### config.mk
export PLATFORM = sky130hd
export DESIGN_NAME = dcache_ctrl
export DESIGN_NICKNAME = d
export VERILOG_FILES = /design/src/rtl/dcache_ctrl.sv
export SDC_FILE = /design/constraint.sdc
export NUM_CORES = 2
export LEC_CHECK = 0
export ABC_AREA = 1
export BUFFER_PORTS_ARGS = -buffer_cell sky130_fd_sc_hd__buf_2
export CAP_MARGIN = 10
export CORE_AREA = 3 3 473 475
export DETAILED_ROUTE_END_ITERATION = 8
export DIE_AREA = 0 0 476 478
export SYNTH_ARGS = -nofsm -noshare
export SYNTH_HDL_FRONTEND = slang
export SYNTH_SLANG_ARGS = --single-unit
### constraint.sdc
create_clock -name clk_i -period 3.2 [get_ports clk_i]
set_input_delay 0.48 -clock clk_i [delete_from_list [all_inputs] [get_ports clk_i]]
set_output_delay 0.48 -clock clk_i [all_outputs]
set_load 0.02 [all_outputs]
### src/rtl/dcache_ctrl.sv
// ---------------------------------------------------------------------------
// dcache_ctrl: controller for a direct-mapped, write-back data cache with
// 16 sets of 256-bit lines. A hit in IDLE completes in the same cycle. A miss
// walks MISS -> (WRITEBACK) -> READMISS -> READMISSOK -> IDLE. The CPU holds
// its request stable while stalled, and the request then replays as a hit.
//
// Optional feature: define DCACHE_CTRL_PERF_EN to add the hit/miss counters.
//
// Ports
//   clk_i, rst_i           clock, synchronous active-high reset
//   cpu_req_i/we_i         CPU request strobe and write enable
//   cpu_addr_i/data_i      byte address and write word
//   cpu_data_o/stall_o     read word and stall
//   sram_addr_o            set index (always cpu_addr_i[8:5])
//   sram_tag_o/data_o      tag {valid, dirty, tag[22:0]} and line to write
//   sram_enable_o/write_o  SRAM access strobe and write enable
//   sram_tag_i/data_i      stored tag and line of the indexed set
//   sram_hit_i             stored line is valid and its tag matches
//   mem_enable_o/write_o   memory request and direction
//   mem_addr_o/data_o      line address and writeback data
//   mem_data_i/ack_i       refill data and one-cycle completion pulse
//   hit_cnt_o/miss_cnt_o   (DCACHE_CTRL_PERF_EN only) event counters
// ---------------------------------------------------------------------------
module dcache_ctrl (
   input  logic         clk_i,
   input  logic         rst_i,
   input  logic         cpu_req_i,
   input  logic         cpu_we_i,
   input  logic [31:0]  cpu_addr_i,
   input  logic [31:0]  cpu_data_i,
   output logic [31:0]  cpu_data_o,
   output logic         cpu_stall_o,
   output logic [3:0]   sram_addr_o,
   output logic [24:0]  sram_tag_o,
   output logic [255:0] sram_data_o,
   output logic         sram_enable_o,
   output logic         sram_write_o,
   input  logic [24:0]  sram_tag_i,
   input  logic [255:0] sram_data_i,
   input  logic         sram_hit_i,
   output logic         mem_enable_o,
   output logic         mem_write_o,
   output logic [31:0]  mem_addr_o,
   output logic [255:0] mem_data_o,
   input  logic [255:0] mem_data_i,
   input  logic         mem_ack_i
`ifdef DCACHE_CTRL_PERF_EN
  ,output logic [31:0]  hit_cnt_o,
   output logic [31:0]  miss_cnt_o
`endif
);

   localparam logic [2:0] StIdle       = 3'd0;
   localparam logic [2:0] StMiss       = 3'd1;
   localparam logic [2:0] StWriteback  = 3'd2;
   localparam logic [2:0] StReadMiss   = 3'd3;
   localparam logic [2:0] StReadMissOk = 3'd4;

   logic [2:0]   state_q, state_d;
   logic [22:0]  victim_tag_q, victim_tag_d;
   logic [255:0] victim_data_q, victim_data_d;
   logic [255:0] refill_q, refill_d;

   logic [22:0]  req_tag;
   logic [3:0]   req_index;
   logic [7:0]   word_lsb;
   logic         idle_hit;
   logic [255:0] merged_line;

   assign req_tag     = cpu_addr_i[31:9];
   assign req_index   = cpu_addr_i[8:5];
   assign word_lsb    = {cpu_addr_i[4:2], 5'b0};
   assign sram_addr_o = req_index;
   assign idle_hit    = (state_q == StIdle) & cpu_req_i & sram_hit_i;

   always_comb begin
      merged_line = sram_data_i;
      merged_line[word_lsb +: 32] = cpu_data_i;
   end

   assign cpu_data_o = idle_hit ? sram_data_i[word_lsb +: 32] : 32'h0;

   always_comb begin
      state_d       = state_q;
      victim_tag_d  = victim_tag_q;
      victim_data_d = victim_data_q;
      refill_d      = refill_q;
      cpu_stall_o   = 1'b1;
      sram_enable_o = 1'b0;
      sram_write_o  = 1'b0;
      sram_tag_o    = 25'h0;
      sram_data_o   = 256'h0;
      mem_enable_o  = 1'b0;
      mem_write_o   = 1'b0;
      mem_addr_o    = 32'h0;
      mem_data_o    = 256'h0;
      case (state_q)
         StIdle: begin
            cpu_stall_o = cpu_req_i & ~sram_hit_i;
            if (cpu_req_i) begin
               sram_enable_o = 1'b1;
               if (!sram_hit_i) begin
                  state_d = StMiss;
               end else if (cpu_we_i) begin
                  sram_write_o = 1'b1;
                  sram_tag_o   = {2'b11, req_tag};
                  sram_data_o  = merged_line;
               end
            end
         end
         StMiss: begin
            // SRAM is presenting the victim line of the indexed set.
            sram_enable_o = 1'b1;
            victim_tag_d  = sram_tag_i[22:0];
            victim_data_d = sram_data_i;
            state_d = (sram_tag_i[24] & sram_tag_i[23]) ? StWriteback : StReadMiss;
         end
         StWriteback: begin
            mem_enable_o = 1'b1;
            mem_write_o  = 1'b1;
            mem_addr_o   = {victim_tag_q, req_index, 5'b0};
            mem_data_o   = victim_data_q;
            if (mem_ack_i) state_d = StReadMiss;
         end
         StReadMiss: begin
            mem_enable_o = 1'b1;
            mem_addr_o   = {cpu_addr_i[31:5], 5'b0};
            if (mem_ack_i) begin
               refill_d = mem_data_i;
               state_d  = StReadMissOk;
            end
         end
         StReadMissOk: begin
            sram_enable_o = 1'b1;
            sram_write_o  = 1'b1;
            sram_tag_o    = {2'b10, req_tag};
            sram_data_o   = refill_q;
            state_d       = StIdle;
         end
         default: state_d = StIdle;
      endcase
   end

   always_ff @(posedge clk_i) begin
      if (rst_i) begin
         state_q       <= StIdle;
         victim_tag_q  <= 23'h0;
         victim_data_q <= 256'h0;
         refill_q      <= 256'h0;
      end else begin
         state_q       <= state_d;
         victim_tag_q  <= victim_tag_d;
         victim_data_q <= victim_data_d;
         refill_q      <= refill_d;
      end
   end

`ifdef DCACHE_CTRL_PERF_EN
   logic [31:0] hit_cnt_q, miss_cnt_q;
   // Marks the IDLE cycle right after a refill, where the stalled request
   // replays as a hit that must not be counted.
   logic        replay_q;

   always_ff @(posedge clk_i) begin
      if (rst_i) begin
         hit_cnt_q  <= 32'h0;
         miss_cnt_q <= 32'h0;
         replay_q   <= 1'b0;
      end else begin
         replay_q <= (state_q == StReadMissOk);
         if (idle_hit && !replay_q) hit_cnt_q <= hit_cnt_q + 32'd1;
         if ((state_q == StIdle) && cpu_req_i && !sram_hit_i) miss_cnt_q <= miss_cnt_q + 32'd1;
      end
   end

   assign hit_cnt_o  = hit_cnt_q;
   assign miss_cnt_o = miss_cnt_q;
`endif

endmodule

==> metrics.md <==
| Metric | Value |
|---|---|
| Global-route wire length before repair | 381000 um |
| Hold Path Class | input pin to flop |
| Clock skew | 0.0190 ns |
| CTS H-tree depth | 3 |
| Area Growth Syn to Fin | 51.2% |
| Total negative slack | 0 ns |
| Critical path data required time | 2.72 ns |
| Count of nets after finishing | 7106 |
| Core ar. | 220000 sq um |
| VDD IR-drop max | 0.375 mV |
| GRT overflow | 0 |
| Run status | finished, final reports clean |
| Met2 usage | 0.364 |
| Crit-path cells | buf_2, inv_2, ha_2, ha_2, nor2_2, buf_6, buf_4, nand3_1, buf_12, nand3_1, nand3_2, nand2_1, buf_2 |
| Met3 Use GR | 0.0647 |
| Final antenna-violating net count | 0 |
| Top post-synthesis cells by area | dfxtp_1, nand2_1, nand3_1 |
| CP Capture Type | primary output |
| Tcrit/Tclk final | 0.998 |
| CTS sink cnt | 538 |
| Area taken by multi-input logic gates | 16800 sq um |
| Most common cell in the netlist | nand2_1 |
| Drt total wl | 305000 um |
| CP Launch Type | input pin |
| Leak | 22.5 nW |
| Pwr per Cell Area | 500 nW/um^2 |
| Top Ports | 1217 |
| Post-synth EDFFs | 0 |
| Slew HR | 0.388 |
| DIE WIDTH | 476 um |
| Synth area leader | dfxtp_1 |
| #FFs+latches synth | 538 |
| Post-layout min period | 3.19 ns |
| Fmax | 313 MHz |
| Fill count | 25400 |
| Critical Path AT | 2.71 ns |
| WL per Instance | 31.9 um |
| Crit-path max FO | 12 |
| Share of layout cells above drive strength 1 | 0.274 |
| Vias per inst | 4.46 |
| RSZ-0062 raised after global routing | yes |
| Cell Rows | 172 |
| Crit-path slowest cell | nand3_1 |
| Chip height | 478 um |
| Starting DRT DRC Count | 4649 |
| Yosys warnings | 0 |
| Total chip power | 24.0 mW |
| Sequential area share after synthesis | 0.339 |
| CTS tree | done |
| GRT met1 Usage | 0.350 |
| Pins Over Slew Limit | 0 |
| All-layer global routing usage | 0.255 |
| Initial antenna violation count | 154 |
| Async SR Flop Fraction | 0 |
| Max Cap Viol | 0 |
| DRC Markers | 0 |
| Root buffer cell | clkbuf_16 |
| Post-synth cell types | 23 |
| R2R Setup Slk | 0.57 ns |
| Commonest cells in the netlist | nand2_1, nand3_1, inv_1 |
| Starting Density | 0.145 |
| Worst path max stage delay | 0.23 ns |
| Post-Syn Area per Cell | 6.05 sq um |
| Longest Clk Path Bufs | 3 |
| Synthesized area | 31800 sq um |
| Pre-CTS setup slack | -0.298 ns |
| Vias | 42600 |
| Hpwl dp | 258000 um |
| Endpoints failing setup | 0 |
| Worst-skew pair later-pin latency | 0.69 ns |
| CTS Buf Count | 66 |
| Post-synth top area share | 0.339 |
| Die area | 228000 sq um |
| Kind of critical path | input pin to primary output |
| Main flop type after synthesis | dfxtp_1 |
| Number of global-route vias before repair | 38800 |
| Final Hold Viols | 0 |
| IO buf count | 1209 |
| Largest net degree at the start of global routing | 146 |
| Clock transition at path regs | 0.06 ns |
| Cells after synthesis | 5246 |
| Util after Layout | 0.219 |
| FF/Latch Area | 10800 sq um |
| Global routing's busiest layer | met2 |
| Slew @ Worst Pin | 0.917 ns |
| Delay-heaviest family, CP | buffers and inverters |
| Worst path bufs/invs | 6 |
| Setup ws final | 0.00520 ns |
| RePlAce Congestion | 1.02 |
| 1st-pass router iterations | 7 |
==> final timing paths <==
path	startpoint	to	depth (start not counted)
max	cpu_addr_i[3]	sram_data_o[185]	13
min reg2reg	victim_data_q[90]$_SDFFE_PP0P_	victim_data_q[90]$_SDFFE_PP0P_	2
max reg2reg	state_q[1]$_SDFFE_PP0P_	refill_q[245]$_SDFFE_PP0P_	8
min	mem_data_i[44]	refill_q[44]$_SDFFE_PP0P_	3
==> through the flow <==
| step | hold slack (ns) | cells | cell area (sq um) |
|---|---|---|---|
| 2_1_floorplan | 0.430 | 5250 | 31800 |
| 3_3_place_gp | 0.440 | 9311 | 44400 |
| 3_5_place_dp | 0.441 | 9311 | 44400 |
| 4_1_cts | 0.0000231 | 9494 | 47700 |
| 5_1_grt | 0.0354 | 9526 | 47900 |
| 6_report | 0.0731 | 9562 | 48000 |
==> worst reg2reg max path: cells and delay by family (launching register included) <==
| family | cells | cell delay [ns] |
|---|---|---|
| DFF | 1 | 0.42 |
| buffers and inverters | 4 | 1.04 |
| and+or+nand+nor | 3 | 0.96 |
| AOI/OAI and AO/OA | 1 | 0.07 |
==> power by group <==
| group | internal [mW] | leakage (nW) | switching [mW] | total (mW) |
|---|---|---|---|---|
| clock | 4.25 | 1.01 | 3.38 | 7.63 |
| sequential | 7.62 | 4.40 | 0.283 | 7.91 |
| combinational | 2.50 | 17.1 | 5.97 | 8.47 |
==> cell type report <==
cell class | count | area share
Sequential cell | 538 | 0.224
Clock buffer | 91 | 0.0378
Timing Repair Buffer | 1653 | 0.254
Inverter | 595 | 0.0471
Tap cell | 2958 | 0.0771
Clock inverter | 20 | 0.00589
Multi-Input combinational cell | 3639 | 0.351
Antenna cell | 68 | 0.00354
==> registers in the layout, indices dropped and copies added (netlist names) <==
name,count
victim_tag_q,23
refill_q,256
state_q,3
victim_data_q,256
==> cell usage in the layout (no fill, tap or decap), types with 5 or more instances in the layout <==
cell type and count:
nand2_1 1414, buf_2 1124, inv_1 586, nand3_1 548, a21oi_1 542, dfxtp_1 537, nor2_1 402, o21ai_0 322
nand4_1 287, buf_4 271, buf_12 178, diode_2 68, clkbuf_16 66, dlygate4sd3_1 65, nand3_2 61, clkbuf_1 18
o21ai_1 14, nand2_2 12, nor2_2 9, clkbuf_8 7, clkinv_2 6, nand3_4 6, nor2_4 5, conb_1 5
inv_6 5, buf_6 5
==> repair_timing <==
| item | 4_1_cts | 5_1_grt |
|---|---|---|
| gates resized for setup | 77 | 31 |
| cloned | 4 | 0 |
| hold endpoints to repair | 65 | 0 |
| setup endpoints to repair | 141 | 89 |
| setup buffers | 3 | 0 |
| hold buffers | 65 | 0 |
| pin swaps | 1 | 0 |
==> layer usage <==
layer / up-vias / share of wire
li1: 19500 / -
met1: 19900 / 0.45
met2: 2659 / 0.40
met3: 571 / 0.091
met4: 26 / 0.060
met5: - / 0.00054
==> logic make-up after synthesis <==
logic type | share of synthesized area
simple gates | 0.373
buf+inv | 0.147
compound gates | 0.139
flops | 0.339
fa+ha+maj | 0.00236
other cells | 0.000118
No activity file was read; power rests on OpenSTA's default activity.
